===== src/rtl/dmem_arb_pkg.sv =====
// Shared types and constants for the two-master data-RAM arbiter.
// Requester ids double as the round-robin history value.
package dmem_arb_pkg;

  localparam int DEF_ADDR_W = 8;
  localparam int DEF_DATA_W = 8;

  localparam logic ID_M0 = 1'b0;
  localparam logic ID_M1 = 1'b1;

  typedef struct packed {
    logic valid;
    logic id;
  } tag_t;

endpackage


===== src/rtl/rd_tag_pipe.sv =====
// Shift register of read-owner tags that tracks each RAM read until its data
// appears. The output tag lines up with ram_dout of the matching read.
module rd_tag_pipe
  import dmem_arb_pkg::*;
#(
  parameter int DEPTH = 2
) (
  input  logic clk_i,
  input  logic rst_i,
  input  logic valid_i,
  input  logic id_i,
  output logic valid_o,
  output logic id_o
);

  tag_t pipe_q [DEPTH];
  tag_t pipe_d [DEPTH];

  always_comb begin
    pipe_d[0] = '{valid: valid_i, id: id_i};
    for (int i = 1; i < DEPTH; i++) begin
      pipe_d[i] = pipe_q[i-1];
    end
  end

  // Reset drops every in-flight tag so discarded reads never raise rvalid.
  always_ff @(posedge clk_i) begin
    if (rst_i) begin
      for (int i = 0; i < DEPTH; i++) begin
        pipe_q[i] <= '0;
      end
    end else begin
      pipe_q <= pipe_d;
    end
  end

  assign valid_o = pipe_q[DEPTH-1].valid;
  assign id_o    = pipe_q[DEPTH-1].id;

endmodule


===== src/rtl/dmem_arbiter.sv =====
// Round-robin arbiter sharing the single-port data RAM between the control
// unit (m0) and the debug/loader master (m1), with tagged read return.
module dmem_arbiter
  import dmem_arb_pkg::*;
#(
  parameter int ADDR_W = DEF_ADDR_W,
  parameter int DATA_W = DEF_DATA_W,
  parameter int RD_LAT = 1
) (
  input  logic              clk,
  input  logic              rst,
  input  logic              m0_req,
  input  logic              m0_we,
  input  logic [ADDR_W-1:0] m0_addr,
  input  logic [DATA_W-1:0] m0_wdata,
  output logic              m0_gnt,
  output logic              m0_rvalid,
  output logic [DATA_W-1:0] m0_rdata,
  input  logic              m1_req,
  input  logic              m1_we,
  input  logic [ADDR_W-1:0] m1_addr,
  input  logic [DATA_W-1:0] m1_wdata,
  output logic              m1_gnt,
  output logic              m1_rvalid,
  output logic [DATA_W-1:0] m1_rdata,
  output logic              ram_we,
  output logic [ADDR_W-1:0] ram_addr,
  output logic [DATA_W-1:0] ram_din,
  input  logic [DATA_W-1:0] ram_dout
);

  logic              last_id_q, last_id_d;
  logic              ram_we_q, ram_we_d;
  logic [ADDR_W-1:0] ram_addr_q, ram_addr_d;
  logic [DATA_W-1:0] ram_din_q, ram_din_d;
  logic              gnt0, gnt1;
  logic              push_valid, push_id;
  logic              tag_valid, tag_id;

  // Under contention the master not granted last time wins; a lone requester
  // always wins, so a continuously requesting master waits at most one cycle.
  always_comb begin
    gnt0 = !rst && m0_req && (!m1_req || (last_id_q == ID_M1));
    gnt1 = !rst && m1_req && (!m0_req || (last_id_q == ID_M0));

    last_id_d  = last_id_q;
    ram_we_d   = 1'b0;
    ram_addr_d = ram_addr_q;
    ram_din_d  = ram_din_q;
    if (gnt0) begin
      last_id_d  = ID_M0;
      ram_we_d   = m0_we;
      ram_addr_d = m0_addr;
      ram_din_d  = m0_wdata;
    end else if (gnt1) begin
      last_id_d  = ID_M1;
      ram_we_d   = m1_we;
      ram_addr_d = m1_addr;
      ram_din_d  = m1_wdata;
    end

    push_valid = (gnt0 && !m0_we) || (gnt1 && !m1_we);
    push_id    = gnt1 ? ID_M1 : ID_M0;
  end

  always_ff @(posedge clk) begin
    if (rst) begin
      last_id_q  <= ID_M1;
      ram_we_q   <= 1'b0;
      ram_addr_q <= '0;
      ram_din_q  <= '0;
    end else begin
      last_id_q  <= last_id_d;
      ram_we_q   <= ram_we_d;
      ram_addr_q <= ram_addr_d;
      ram_din_q  <= ram_din_d;
    end
  end

  // One extra stage covers the cycle spent in the registered RAM command.
  rd_tag_pipe #(
    .DEPTH(RD_LAT + 1)
  ) u_tag_pipe (
    .clk_i   (clk),
    .rst_i   (rst),
    .valid_i (push_valid),
    .id_i    (push_id),
    .valid_o (tag_valid),
    .id_o    (tag_id)
  );

  assign m0_gnt    = gnt0;
  assign m1_gnt    = gnt1;
  assign m0_rvalid = !rst && tag_valid && (tag_id == ID_M0);
  assign m1_rvalid = !rst && tag_valid && (tag_id == ID_M1);
  assign m0_rdata  = ram_dout;
  assign m1_rdata  = ram_dout;
  assign ram_we    = ram_we_q;
  assign ram_addr  = ram_addr_q;
  assign ram_din   = ram_din_q;

endmodule

===== config.mk =====
export PLATFORM = sky130hd
export DESIGN_NAME = dmem_arbiter
export DESIGN_NICKNAME = d
export VERILOG_FILES = /design/src/rtl/dmem_arb_pkg.sv /design/src/rtl/rd_tag_pipe.sv /design/src/rtl/dmem_arbiter.sv
export SDC_FILE = /design/constraint.sdc
export NUM_CORES = 1
export LEC_CHECK = 0
export BUFFER_PORTS_ARGS = -buffer_cell sky130_fd_sc_hd__buf_2
export CAP_MARGIN = 20
export CORE_ASPECT_RATIO = 0.7
export CORE_MARGIN = 2
export CORE_UTILIZATION = 39
export CTS_BUF_LIST = sky130_fd_sc_hd__clkbuf_16
export DETAILED_ROUTE_END_ITERATION = 8
export PLACE_DENSITY = 0.82
export SETUP_SLACK_MARGIN = 0.1
export SYNTH_ARGS = -nofsm -noshare
export SYNTH_HDL_FRONTEND = slang
export SYNTH_SLANG_ARGS = --single-unit

===== constraint.sdc =====
create_clock -name clk -period 1.6 [get_ports clk]
set_clock_uncertainty 0.05 [all_clocks]
set_input_delay 0.24 -clock clk [delete_from_list [all_inputs] [get_ports clk]]
set_output_delay 0.24 -clock clk [all_outputs]
set_load 0.1 [all_outputs]

; ---- Yosys cells after proc, flatten, opt, wreduce, memory -nomap -nowiden
; Index checks and enable logic that the tools add are counted.
[totals]
out_inout_bits = 37
latch_bits = 0
in_bits = 46
register_bits = 22
mem_bits_rw = 0
mem_count = 0
rom_bits = 0
word_cells = 37
[op_classes]
div_mod_pow = 0
addsub = 0
bitwise_logic = 2
reduce_logical = 18
n_mul = 0
shift = 0
eq_ne = 0
mux = 9
n_lt_le_gt_ge = 0
[op_table]
columns = operator, n
row1 = $mux 8, 4
row2 = $logic_and 1x1->1, 9
row3 = $logic_not 1->1, 5
row4 = $mux 1, 5
row5 = $logic_or 1x1->1, 3
row6 = $not 1->1, 2
row7 = $reduce_bool 2->1, 1

; ---- Longest topological paths before layout
[logic_depth]
depth_word = 5
mapped_depth = 5
depth_no_buf = 3

; ---- By module
; A second synthesis with hierarchy kept.
[unflattened]
hier_cells = 116
hier_area_um2 = 1189.9
[modules_own_cells]
columns = module, n_inst, cells_each, area_per_inst_um2, seq_area_each_um2
row1 = dmem_arbiter, 1, 108, 1084.8, 360.3
row2 = rd_tag_pipe, 1, 8, 105.1, 80.1

; ---- Least setup slack after synthesis
; No wires, ideal clock.
[synth_path]
kind = reg2reg
startpoint = register last_id_q
endpoint = register u_tag_pipe.pipe_q (netlist bit u_tag_pipe.pipe_d[1])
synth_period_minus_slack_ns = 3.176
t_required_ns = 1.477
stages_incl_launch_ff = 5
path_buffers = 1
arrival_ns = 3.052
setup_slack_ns = -1.576
setup_time_ns = 0.073
cell_sequence = dfxtp_1 buf_4 nand2_1 nor3b_1 a22o_1
[synth_via]
elab_chain_len = 5
word_cells_on_any_way = 8
cone_classes = bitwise: 1 / reduce/logical: 7
[synth_rtl]
columns = element, line_no
row1 = start: declaration, dmem_arbiter.sv:32  ; logic last_id_q, last_id_d;
row2 = start signal: assignment, dmem_arbiter.sv:73  ; last_id_q <= last_id_d;
row3 = $not 1->1, dmem_arbiter.sv:44  ; gnt1 = !rst && m1_req && (!m0_req || (last_id_q == ID_M0));
row4 = $logic_or 1x1->1, dmem_arbiter.sv:44
row5 = $logic_and 1x1->1, dmem_arbiter.sv:44
row6 = net m1_gnt, dmem_arbiter.sv:23  ; output logic m1_gnt,
row7 = $logic_and 1x1->1, dmem_arbiter.sv:62  ; push_valid = (gnt0 && !m0_we) || (gnt1 && !m1_we);
row8 = $logic_or 1x1->1, dmem_arbiter.sv:62
row9 = end signal: assignment, rd_tag_pipe.sv:33  ; pipe_q <= pipe_d;
row10 = end: declaration, rd_tag_pipe.sv:16  ; tag_t pipe_q [DEPTH];
; The timed path passes the listed nets, and every way through them passes these cells.
; A chain may end at the register's enable or synchronous reset.

; ---- Final worst setup path
[layout_path]
startpoint = register last_id_q
endpoint = output port m1_gnt
[layout_via]
elab_chain_len = 3
[layout_rtl]
columns = element, line_no
row1 = $not 1->1, dmem_arbiter.sv:44
row2 = $logic_or 1x1->1, dmem_arbiter.sv:44
row3 = $logic_and 1x1->1, dmem_arbiter.sv:44
row4 = end: declaration, dmem_arbiter.sv:23
; No other way between the ends.

==> flow_results.org <==
** Run status
- The flow ran to the end, and the final reports show no timing, DRC or antenna violations.

** Synth
- Mean instance size in the synthesized netlist :: 9.87 µm²
- Library cell occupying the most area in the post-synthesis netlist :: dfxtp_1
- Sequential cells were found to cover 38.5% of the synthesized design area.
- Netlist cell types :: 23
- After synthesis, the largest area contributor takes up 38.5% of total cell area.
- In this run the cell area of the synthesized design comes to 1140 µm².
- Total of warnings raised by yosys :: 0
- Cell types with the largest area share after synthesis :: dfxtp_1 (38%), a221o_1 (14%), buf_4 (12%)
- Xor/xnor cell area share of the yosys netlist :: 0%
- After synthesis the netlist holds a flip-flop and latch count of 22.
- Net count of the mapped netlist :: 162
- Simple-Gate Fraction of Synth Area :: 9.84%
- Number of enable-type register cells in the synthesized netlist :: 0
- For this run, the leading register cell type out of synthesis is dfxtp_1.
- Combinational family with the most area after synthesis :: compound AO/OA/AOI/OAI gates
- Cells after synthesis :: 116
- Multiplexer cells account for 0% of the synthesized area.
- The synthesized netlist devotes 28.7% of its cell area to compound gates.
- Adder-Cell Fraction of Synth Area :: 0%
- Synth async-reset ratio :: 0%

** Setup path
- Critical Path End Type :: primary output
- Slowest library cell on the worst path :: dfxtp_2
- Largest delay share family, worst path :: flip-flops
- Nature of the critical path startpoint :: flip-flop
- Largest stage delay on the critical path :: 340 ps
- Critical Path AT :: 1130 ps
- Cells along the critical path :: nand2_2 -> nor3b_4 -> buf_12
- The critical path is of the reg -> out type.
- Required time of the worst setup path :: 1310 ps
- Crit Path Max Fanout :: 3
- Critical path buffers and inverters :: 1

** Global route
- Wire length of the first global-routing pass :: 4660 µm
- After global routing the overflow that remains totals 0.
- Initial antenna violation count :: 0
- Largest net degree at the start of global routing :: 21
- Global routing used 18.4% of the available tracks across all layers.
- Vias in the first global route :: 986

** Timing
- Dividing the final minimum period by the clock period gives 88.5%.
- After layout, the worst setup slack is 184 ps.
- Hold slack final :: 155 ps
- Setup violations remaining at the end of the flow were counted as 0.
- After layout, the minimum clock period comes to 1420 ps.
- Headroom to the max-slew limit :: 56.8%
- Count of final hold-check violations :: 0
- At the pin with the least slew margin, the transition time is 646 ps.
- Unrepaired setup endpoints after global routing :: false
- Maximum operating frequency :: 706 MHz
- Final count of pins violating max slew :: 0

** Power
- The worst-case IR drop observed on VDD is 0.662 mV.
- In this run the power density over the cells is 1190 nW/µm².
- Clock network fraction of design power :: 38.3%
- Comb pwr share :: 28.0%
- Sequential share of power :: 33.7%
- The analysis attributes to net switching a power of 604 µW.
- Net switching is 33.2% of the power.
- The internal portion of the total power is 1220 µW.
- For this design the static power due to leakage is 0.000746 µW.

** Cells and area
- Commonest non-fill, non-tap cell in the layout :: buf_2
- Area delta synth->final :: 33.9%
- 0 antenna diodes ended up in the layout.
- Leaving out fill and tap cells, the most frequent cells in the layout are buf_2 (54), dfxtp_1 (21), inv_1 (18).
- The final layout contains 206 nets.
- Area of the multi-input gates :: 474 µm²
- Area taken by flip-flops and latches :: 442 µm²
- Of the cells placed in the final design, the portion with a size suffix greater than 1 is 49.1%.
- Fill count :: 259

** Route
- The routed layout has 1061 vias.
- Number of search-and-repair iterations in the first detailed-routing pass :: 4
- Total wirelength of the detailed-routed design :: 3020 µm
- In the routed design, unresolved DRC markers number 0.
- Count of nets left with antenna violations after detail routing :: 0
- After the first detailed-routing iteration, the DRC count stood at 42.
- In the routed layout, each cell is associated on average with a via count of 5.44.
- After detailed routing, the average wire length per cell comes to 15.5 µm.

** Floorplan
- The die covers 3390 µm².
- Core Rows :: 16
- The floorplan step set the die width to 68.8 µm.
- The floorplan step set the die height to 49.3 µm.
- I/O pin total :: 83
- Once the floorplan was initialized, standard cells occupied 40.8% of the core.
- In this run the standard cell core region covers 2800 µm².

** Place
- Port buffering added 58 buffers.
- Routability-driven placement finished with a final weighted congestion of 0.763.
- Pre-CTS setup slack :: -82.0 ps
- Detailed placement finished with a half-perimeter wire length of 2190 µm.

** Clock tree
- Clock-pin slew was measured on the worst setup and hold paths at 60 ps.
- Clock tree from TritonCTS :: yes
- Root buffer cell :: clkbuf_16
- H-tree Lvls :: 1
- Clock latency at the later pin of the worst-skew pair :: 250 ps
- CTS Sinks :: 22
- Max clock buf depth :: 2
- CTS Buf Count :: 3

** Hold path
- Worst hold-check path type :: in -> reg

** Flow run
- The tool flagged a number of max-cap violations equal to 0.
## metrics by stage
| step | instances | setup TNS (ps) | total power (µW) | area, µm² | util, % |
|---|---|---|---|---|---|
| floorplan | 116 | -88.4 | 1200 | 1180 | - |
| global placement | 189 | 0 | 1120 | 1410 | 50.1 |
| detailed placement | 189 | -960 | 1130 | 1410 | 50.1 |
| CTS | 193 | 0 | 1820 | 1510 | 53.9 |
| global route | 195 | 0 | 1870 | 1530 | 54.7 |
| finish | 195 | 0 | 1820 | 1530 | 54.7 |
## logic make-up (layout without fill, tap and decap cells)
family / Yosys count / count (layout)
and+or+nand+nor: 14 / 14
DFF: 22 / 22
buffers and inverters: 44 / 87
AOI/OAI and AO/OA: 36 / 36
## power groups by stage
stage / Sequential [µW] / Combinational, µW / Clock (µW)
6_report: 613 / 510 / 696
5_1_grt: 618 / 531 / 716
4_1_cts: 612 / 505 / 702
3_5_place_dp: 623 / 503 / 0
3_3_place_gp: 623 / 492 / 0
2_1_floorplan: 869 / 331 / 0
## cells in the mapped netlist, types with 2 or more instances
library cell  number
buf_6              4
nor2b_1            2
buf_4             18
a221o_1           16
inv_1             18
clkbuf_1           3
dfxtp_1           22
nor3b_1            3
a2111oi_1          2
a2111oi_0         14
o21ai_0            2
## path summary, 6_finish.rpt
check,startpoint,end,slack [ps],cells after the start
worst max-delay path,last_id_q,m1_gnt,180,3
worst min-delay path,m0_wdata[0],ram_din[0],160,2
worst max register to register,last_id_q,ram_din[2],210,5
worst min register to register,u_tag_pipe.pipe_d[1],u_tag_pipe.valid_o,400,1
## registers in the layout, summed over array words and instances (netlist names)
signal,count
last_id_q,1
ram_addr,8
ram_din,8
ram_we,1
u_tag_pipe.id_o,1
u_tag_pipe.pipe_d,2
u_tag_pipe.valid_o,1
## routing by layer
layer  wire, µm  GRT usage, %  vias to the layer above
li1           -             -                      508
met1       1280          23.8                      496
met2       1460          29.3                       48
met3        216          3.70                        9
met4         65          7.84                        0
met5          0             0                        -
## timing repair
| item | 4_1_cts | 5_1_grt |
|---|---|---|
| gates resized for setup | 0 | 2 |
| hold buffers | 0 | 0 |
| buffers inserted | 0 | 2 |
| endpoints found under the setup margin | 0 | 6 |
## layout make-up
class                      instances  share of cell area (%)
multi-input combinational         50                    30.9
sequential                        22                    28.8
timing repair buffer              64                    25.8
clock buffer                       3                    4.90
inverter                          19                    4.65
tap                               36                    2.94
clock inverter                     1                    1.96
Note: power is estimated with default switching activity, not from simulation.
